<file path="src/rtl/shift_unit_pipe_if.sv">
// Valid/ready bus for the pipelined barrel shifter.
// The master drives operands and out_ready; the slave returns the result.
interface shift_unit_pipe_if #(
  parameter int WIDTH = 32
);
  localparam int SHW = $clog2(WIDTH);

  logic             in_valid;
  logic             in_ready;
  logic [WIDTH-1:0] in_data;
  logic [SHW-1:0]   in_shamt;
  logic [1:0]       in_op;
  logic             out_valid;
  logic             out_ready;
  logic [WIDTH-1:0] out_data;

  modport master (
    output in_valid, in_data, in_shamt, in_op, out_ready,
    input  in_ready, out_valid, out_data
  );

  modport slave (
    input  in_valid, in_data, in_shamt, in_op, out_ready,
    output in_ready, out_valid, out_data
  );
endinterface

</file>
<file path="src/rtl/shift_unit_pipe.sv">
// Pipelined barrel shifter (SLL/SRL/SRA/ROTR) with one global advance signal.
// Each stage applies its own slice of the shift amount to the previous stage's result.
module shift_unit_pipe #(
  parameter int WIDTH  = 32,
  parameter int STAGES = 2
) (
  input  logic              clk,
  input  logic              reset,
  shift_unit_pipe_if.slave  bus
);
  localparam int SHW = $clog2(WIDTH);
  localparam int BPS = (SHW + STAGES - 1) / STAGES;

  typedef enum logic [1:0] {
    OP_SLL  = 2'b00,
    OP_SRL  = 2'b01,
    OP_SRA  = 2'b10,
    OP_ROTR = 2'b11
  } op_e;

  // Shift-amount bits handled by stage s, kept at their weighted position.
  function automatic logic [SHW-1:0] slice_mask(input int s);
    logic [SHW-1:0] m;
    m = '0;
    for (int i = 0; i < SHW; i++) begin
      m[i] = (i >= s * BPS) && (i < (s + 1) * BPS);
    end
    return m;
  endfunction

  function automatic logic [WIDTH-1:0] shift_f(
    input logic [WIDTH-1:0] d,
    input logic [SHW-1:0]   amt,
    input op_e              op,
    input logic             sign
  );
    logic [WIDTH-1:0] r;
    logic [WIDTH-1:0] fill;
    logic [SHW:0]     lamt;
    fill = ~({WIDTH{1'b1}} >> amt);
    lamt = (SHW + 1)'(WIDTH) - {1'b0, amt};
    case (op)
      OP_SLL:  r = d << amt;
      OP_SRL:  r = d >> amt;
      OP_SRA:  r = (d >> amt) | (sign ? fill : '0);
      default: r = (d >> amt) | (d << lamt);
    endcase
    return r;
  endfunction

  logic [WIDTH-1:0]  data_q   [STAGES];
  logic [SHW-1:0]    shamt_q  [STAGES];
  op_e               op_q     [STAGES];
  logic [STAGES-1:0] sign_q;
  logic [STAGES-1:0] valid_q;

  logic [WIDTH-1:0]  data_d    [STAGES];
  logic [WIDTH-1:0]  src_data  [STAGES];
  logic [SHW-1:0]    src_shamt [STAGES];
  op_e               src_op    [STAGES];
  logic [STAGES-1:0] src_sign;
  logic [STAGES-1:0] src_valid;
  logic              advance;

  assign advance       = bus.out_ready | ~valid_q[STAGES-1];
  assign bus.in_ready  = advance;
  assign bus.out_valid = valid_q[STAGES-1];
  assign bus.out_data  = data_q[STAGES-1];

  // The original MSB travels with each beat so SRA fills correctly in every stage.
  always_comb begin
    src_data[0]  = bus.in_data;
    src_shamt[0] = bus.in_shamt;
    src_op[0]    = op_e'(bus.in_op);
    src_sign[0]  = bus.in_data[WIDTH-1];
    src_valid[0] = bus.in_valid;
    for (int s = 1; s < STAGES; s++) begin
      src_data[s]  = data_q[s-1];
      src_shamt[s] = shamt_q[s-1];
      src_op[s]    = op_q[s-1];
      src_sign[s]  = sign_q[s-1];
      src_valid[s] = valid_q[s-1];
    end
    for (int s = 0; s < STAGES; s++) begin
      data_d[s] = shift_f(src_data[s], src_shamt[s] & slice_mask(s), src_op[s], src_sign[s]);
    end
  end

  always_ff @(posedge clk or posedge reset) begin
    if (reset) begin
      valid_q <= '0;
      sign_q  <= '0;
      for (int s = 0; s < STAGES; s++) begin
        data_q[s]  <= '0;
        shamt_q[s] <= '0;
        op_q[s]    <= OP_SLL;
      end
    end else if (advance) begin
      valid_q <= src_valid;
      sign_q  <= src_sign;
      for (int s = 0; s < STAGES; s++) begin
        data_q[s]  <= data_d[s];
        shamt_q[s] <= src_shamt[s];
        op_q[s]    <= src_op[s];
      end
    end
  end
endmodule

</file>
<file path="src/flat_wrapper.sv">
// flat-port wrapper written by rule: the top's interface ports become plain ports
module shift_unit_pipe_flat 
#(
  parameter int WIDTH  = 32,
  parameter int STAGES = 2
)
  (clk, reset, bus_in_valid, bus_in_data, bus_in_shamt, bus_in_op, bus_out_ready, bus_in_ready, bus_out_valid, bus_out_data);
  shift_unit_pipe_if #(.WIDTH(WIDTH)) bus_i ();
  input  logic clk;
  input  logic reset;
  input wire logic [$bits(bus_i.in_valid)-1:0] bus_in_valid;
  input wire logic [$bits(bus_i.in_data)-1:0] bus_in_data;
  input wire logic [$bits(bus_i.in_shamt)-1:0] bus_in_shamt;
  input wire logic [$bits(bus_i.in_op)-1:0] bus_in_op;
  input wire logic [$bits(bus_i.out_ready)-1:0] bus_out_ready;
  output wire logic [$bits(bus_i.in_ready)-1:0] bus_in_ready;
  output wire logic [$bits(bus_i.out_valid)-1:0] bus_out_valid;
  output wire logic [$bits(bus_i.out_data)-1:0] bus_out_data;
  assign bus_i.in_valid = bus_in_valid;
  assign bus_i.in_data = bus_in_data;
  assign bus_i.in_shamt = bus_in_shamt;
  assign bus_i.in_op = bus_in_op;
  assign bus_i.out_ready = bus_out_ready;
  assign bus_in_ready = bus_i.in_ready;
  assign bus_out_valid = bus_i.out_valid;
  assign bus_out_data = bus_i.out_data;
  shift_unit_pipe #(.WIDTH(WIDTH), .STAGES(STAGES)) u_core (.clk(clk), .reset(reset), .bus(bus_i));
endmodule
</file>
<file path="config.mk">
export PLATFORM = sky130hd
export DESIGN_NAME = shift_unit_pipe_flat
export DESIGN_NICKNAME = d
export VERILOG_FILES = /design/src/rtl/shift_unit_pipe_if.sv /design/src/rtl/shift_unit_pipe.sv /design/src/flat_wrapper.sv
export SDC_FILE = /design/constraint.sdc
export NUM_CORES = 1
export LEC_CHECK = 0
export ABC_CLOCK_PERIOD_IN_PS = 5400
export BUFFER_PORTS_ARGS = -buffer_cell sky130_fd_sc_hd__clkbuf_2
export CORE_MARGIN = 5
export CORE_UTILIZATION = 55
export CTS_CLUSTER_SIZE = 28
export DETAILED_ROUTE_END_ITERATION = 10
export PLACE_DENSITY = 0.81
export SLEW_MARGIN = 30
export SYNTH_ARGS = -nofsm -noshare
export SYNTH_HDL_FRONTEND = slang
export SYNTH_SLANG_ARGS = --single-unit
</file>
<file path="constraint.sdc">
create_clock -name clk -period 5.4 [get_ports clk]
set_input_delay 0.54 -clock clk [delete_from_list [all_inputs] [get_ports clk]]
set_output_delay 0.54 -clock clk [all_outputs]
set_load 0.005 [all_outputs]
</file>
==> results <==
- The run finished with clean final reports.
- Setup repair after global routing left no endpoint under its margin.
- The die covers approximately 15000 µm².
- Setup slack closes at ~2.4 ns.
- The total congestion overflow after global routing is 0.
- The later pin in the worst-skew pair is clocked with a latency of ~0.34 ns.
- In this run the register-to-register setup slack is roughly 2.7 ns.
- The register area share after synthesis is about a quarter.
- For this run, the leading register cell type out of synthesis is sky130_fd_sc_hd__dfrtp_1.
- At the pin with the least slew margin, the transition time is ~0.84 ns.
- The fraction of final layout cells with drive strength greater than 1 is between 20% and 30%.
- Summing all non-filler instances in the final layout gives an area of 7590 µm².
- STA puts the critical path data arrival time at about 3.3 ns.
- The total count of max-transition violations in the final report is 0.
- After detailed routing, the number of remaining DRC violations is 0.
- The number of distinct library cells after synthesis is 63.
- The area used by sequential logic in the layout is approximately 1800 µm².
- The number of vias per cell after detailed routing is 6.80.
- Timing analysis after detailed placement gives a worst setup slack of around 1.8 ns.
- In this run the mean area of a mapped cell was between 8 and 9 µm².
- The number of nets produced by synthesis is approximately 870.
- The largest net degree at the start of global routing is 72.
- Row generation in the floorplan step produced 41 rows.
- The number of buffers created by CTS is 9.
- The shortest clock period the worst path allows after layout is 3.04 ns.
- The starting utilization of the core area is a little under three fifths.
- Clock-pin slew was measured on the worst setup and hold paths at roughly 0.06 ns.
- The via count of the first global-routing pass came to around 6100.
- The detail route stage leaves a number of antenna-violating nets equal to 0.
- Buffers placed on the I/O ports in this run total 76.
- The type of the most critical hold path is input pin to asynchronous set/reset pin.
- The overall die width is about 120 µm.
- The gate count of the mapped netlist is roughly 820.
- From synthesis to final layout, the design area changed by 5.28%.
- The first routing iteration left about 950 violations.
- By area the synthesized netlist is led by sky130_fd_sc_hd__dfrtp_1, sky130_fd_sc_hd__mux4_2, sky130_fd_sc_hd__mux2i_1, sky130_fd_sc_hd__a21oi_1, sky130_fd_sc_hd__nor2_1.
- The antenna diode count is 0.
- The final period utilization is ~56%.
- The setup TNS is 0 ns.
- The library cell with the largest summed area after synthesis is sky130_fd_sc_hd__dfrtp_1.
- The relative slew slack is 43.6%.
- The maximum clock frequency is around 330 MHz.
- For this run, the detailed router's first-pass iteration total came to 5.
- The depth of the worst register-to-register path is 7.
- The post-CTS setup repair buffer count is 0.
- In the final layout, the multi-input gates occupy 4740 µm².
- The worst clock skew on the final layout is ~0.0071 ns.
- Across every metal layer, demand over resource in global routing totals about a quarter.
- The synthesized design devotes to its leading area cell type 24.6% of total area.
- The final-layout fill cell count is about 1200.
- The worst register-to-register path begins at u_core.shamt_q[8].
- VDD sags by at most about 160 µV.
- The destination of the worst register-to-register timing path is u_core.bus.out_data[24].
- The number of gates resized after CTS was 0.
- The initial antenna violation count was 0.
- The critical path data required time is 5.61 ns.
- The count of endpoints failing setup in the final report is 0.
- The endpoint class of the critical path is a flop.
- TritonCTS built the clock tree.
- The utilization of the core after routing is between 50% and 60%.
- The count of hold buffers inserted by post-cts repair is 0.
- At the end of routability-driven placement, the weighted congestion stood at around 0.95.
- The die span in y is approximately 120 µm.
- The tree is rooted in a sky130_fd_sc_hd__clkbuf_16.
- The number of nets in the final layout is approximately 860.
- The number of warnings issued by yosys is 0.
- The CTS sink count is a little over 70.
- Along the worst path, the maximum fanout reaches 51.
- The worst setup path is launched from an input pin.
- The power density over cell area is slightly above 300 nW/µm².
- The tool flagged a number of max-cap violations equal to 0.
- The total placed instance area is 7260 µm².
- The leakage power summed over all cells is 3.18 nW.
- The critical path is of the input pin to flop type.
- Counting flops with a built-in enable in the synthesized netlist gives 0.
- The routed wire length per instance is around 22 µm.
- The detailed-placement wirelength estimate is around 15000 µm.
- The clock tree buffer depth is 2.
- In this run the standard cell core region covers roughly 13000 µm².
- The number of endpoints with negative hold slack in the final report came to 0.
- The boundary pin count is slightly below 80.
- The number of levels in the clock H-tree is 3.
- The final layout contains routed wiring with a total length of ~21000 µm.
- The flip-flop and latch count after synthesis is 71.
- The first global-routing pass estimated between 30000 and 40000 µm of wire.
- Detailed routing inserted a total of approximately 6700 vias.
- The fraction of registers with async set/reset is 100%.
- On the final layout, the worst hold slack is 0.352 ns.
- After synthesis the cells add up to 7210 µm².
==> synthesized netlist by cell type (12+ instances only) <==
cell type,instances
sky130_fd_sc_hd__mux2i_1,58
sky130_fd_sc_hd__nor2_1,100
sky130_fd_sc_hd__clkbuf_1,42
sky130_fd_sc_hd__dfrtp_1,71
sky130_fd_sc_hd__a21oi_1,79
sky130_fd_sc_hd__o21ai_0,32
sky130_fd_sc_hd__a22oi_1,20
sky130_fd_sc_hd__nand2_1,86
sky130_fd_sc_hd__inv_1,14
sky130_fd_sc_hd__a31oi_1,32
sky130_fd_sc_hd__buf_4,33
sky130_fd_sc_hd__mux4_2,51
sky130_fd_sc_hd__buf_2,19
sky130_fd_sc_hd__mux2_2,23
sky130_fd_sc_hd__o211ai_1,12
==> stage by stage <==
stage               power [mW]  instances
floorplan                 1.46        816
global placement          1.63        970
detailed placement        1.65        970
CTS                       2.29        986
global route              2.42        986
finish                    2.29        986
==> report_power, final <==
group | total, mW | switching [mW] | internal [mW]
sequential | 0.789 | 0.125 | 0.664
clock | 0.635 | 0.231 | 0.404
combinational | 0.868 | 0.490 | 0.378
==> area by class of cell <==
| class | count | share of cell area [%] |
|---|---|---|
| multi-input combinational | 623 | 62.4 |
| clock buffer | 9 | 2.97 |
| sequential | 71 | 23.4 |
| clock inverter | 7 | 1.29 |
| tap | 172 | 2.84 |
| timing repair buffer | 88 | 6.28 |
| inverter | 16 | 0.791 |
==> layer usage <==
layer  part of all wire [%]  track usage [%]
met1                     41             37.9
met2                     45             40.0
met3                     11             6.43
met4                    2.8             8.70
met5                      0                0
==> logic make-up after synthesis <==
family	count (synthesis)	share of synthesized area [%]
fa+ha+maj	6	1.04
buf+inv	122	9.74
mux	138	28.8
compound gates	244	21.9
flops	71	24.6
simple gates	235	13.8
==> how the worst max path moves through the flow <==
stage | cells after the start | to | startpoint
after floorplan | 12 | u_core.data_q[61] | bus_in_shamt[1]
after global routing | 7 | u_core.data_q[56] | bus_in_shamt[0]
after CTS | 8 | u_core.data_q[60] | bus_in_shamt[0]
after detailed placement | 8 | u_core.data_q[60] | bus_in_shamt[0]
final | 7 | u_core.data_q[52] | bus_in_shamt[0]
after global placement | 8 | u_core.data_q[60] | bus_in_shamt[0]
==> placed cells by master, fill, tap and decap left out, types with 4 or more instances in the layout <==
cell type                   instances
sky130_fd_sc_hd__mux2_4             5
sky130_fd_sc_hd__a31oi_1           32
sky130_fd_sc_hd__nor3_1            10
sky130_fd_sc_hd__clkbuf_2          75
sky130_fd_sc_hd__or3_1              4
sky130_fd_sc_hd__buf_4             12
sky130_fd_sc_hd__clkbuf_16          9
sky130_fd_sc_hd__a22oi_1           20
sky130_fd_sc_hd__mux2_2            23
sky130_fd_sc_hd__and2_1             5
sky130_fd_sc_hd__o211ai_1          12
sky130_fd_sc_hd__inv_1             13
sky130_fd_sc_hd__ha_1               5
sky130_fd_sc_hd__nand3_1            8
sky130_fd_sc_hd__nand2_1           86
sky130_fd_sc_hd__a221oi_1           9
sky130_fd_sc_hd__a211oi_1           5
sky130_fd_sc_hd__nand2b_1           7
sky130_fd_sc_hd__nor2_1            99
sky130_fd_sc_hd__dfrtp_1           71
sky130_fd_sc_hd__mux4_2            51
sky130_fd_sc_hd__a21oi_1           79
sky130_fd_sc_hd__a22o_1             7
sky130_fd_sc_hd__o21ai_0           32
sky130_fd_sc_hd__a21o_1             6
sky130_fd_sc_hd__mux2i_1           58
==> flip-flops by register name, summed over array words and instances (netlist names) <==
| register | flops |
|---|---|
| u_core.valid_q | 2 |
| u_core.bus.out_data | 32 |
| u_core.shamt_q | 2 |
| u_core.sign_q | 1 |
| u_core.op_q | 2 |
| u_core.data_q | 32 |
==> critical path, cell delays in order <==
cell and delay, ns:
sky130_fd_sc_hd__buf_4 0.54, sky130_fd_sc_hd__buf_4 0.73, sky130_fd_sc_hd__mux2i_1 0.60, sky130_fd_sc_hd__mux2_2 0.27, sky130_fd_sc_hd__o32ai_1 0.07, sky130_fd_sc_hd__o21ai_0 0.37
sky130_fd_sc_hd__nand2_1 0.11
Power figures use the tool's default switching activity.
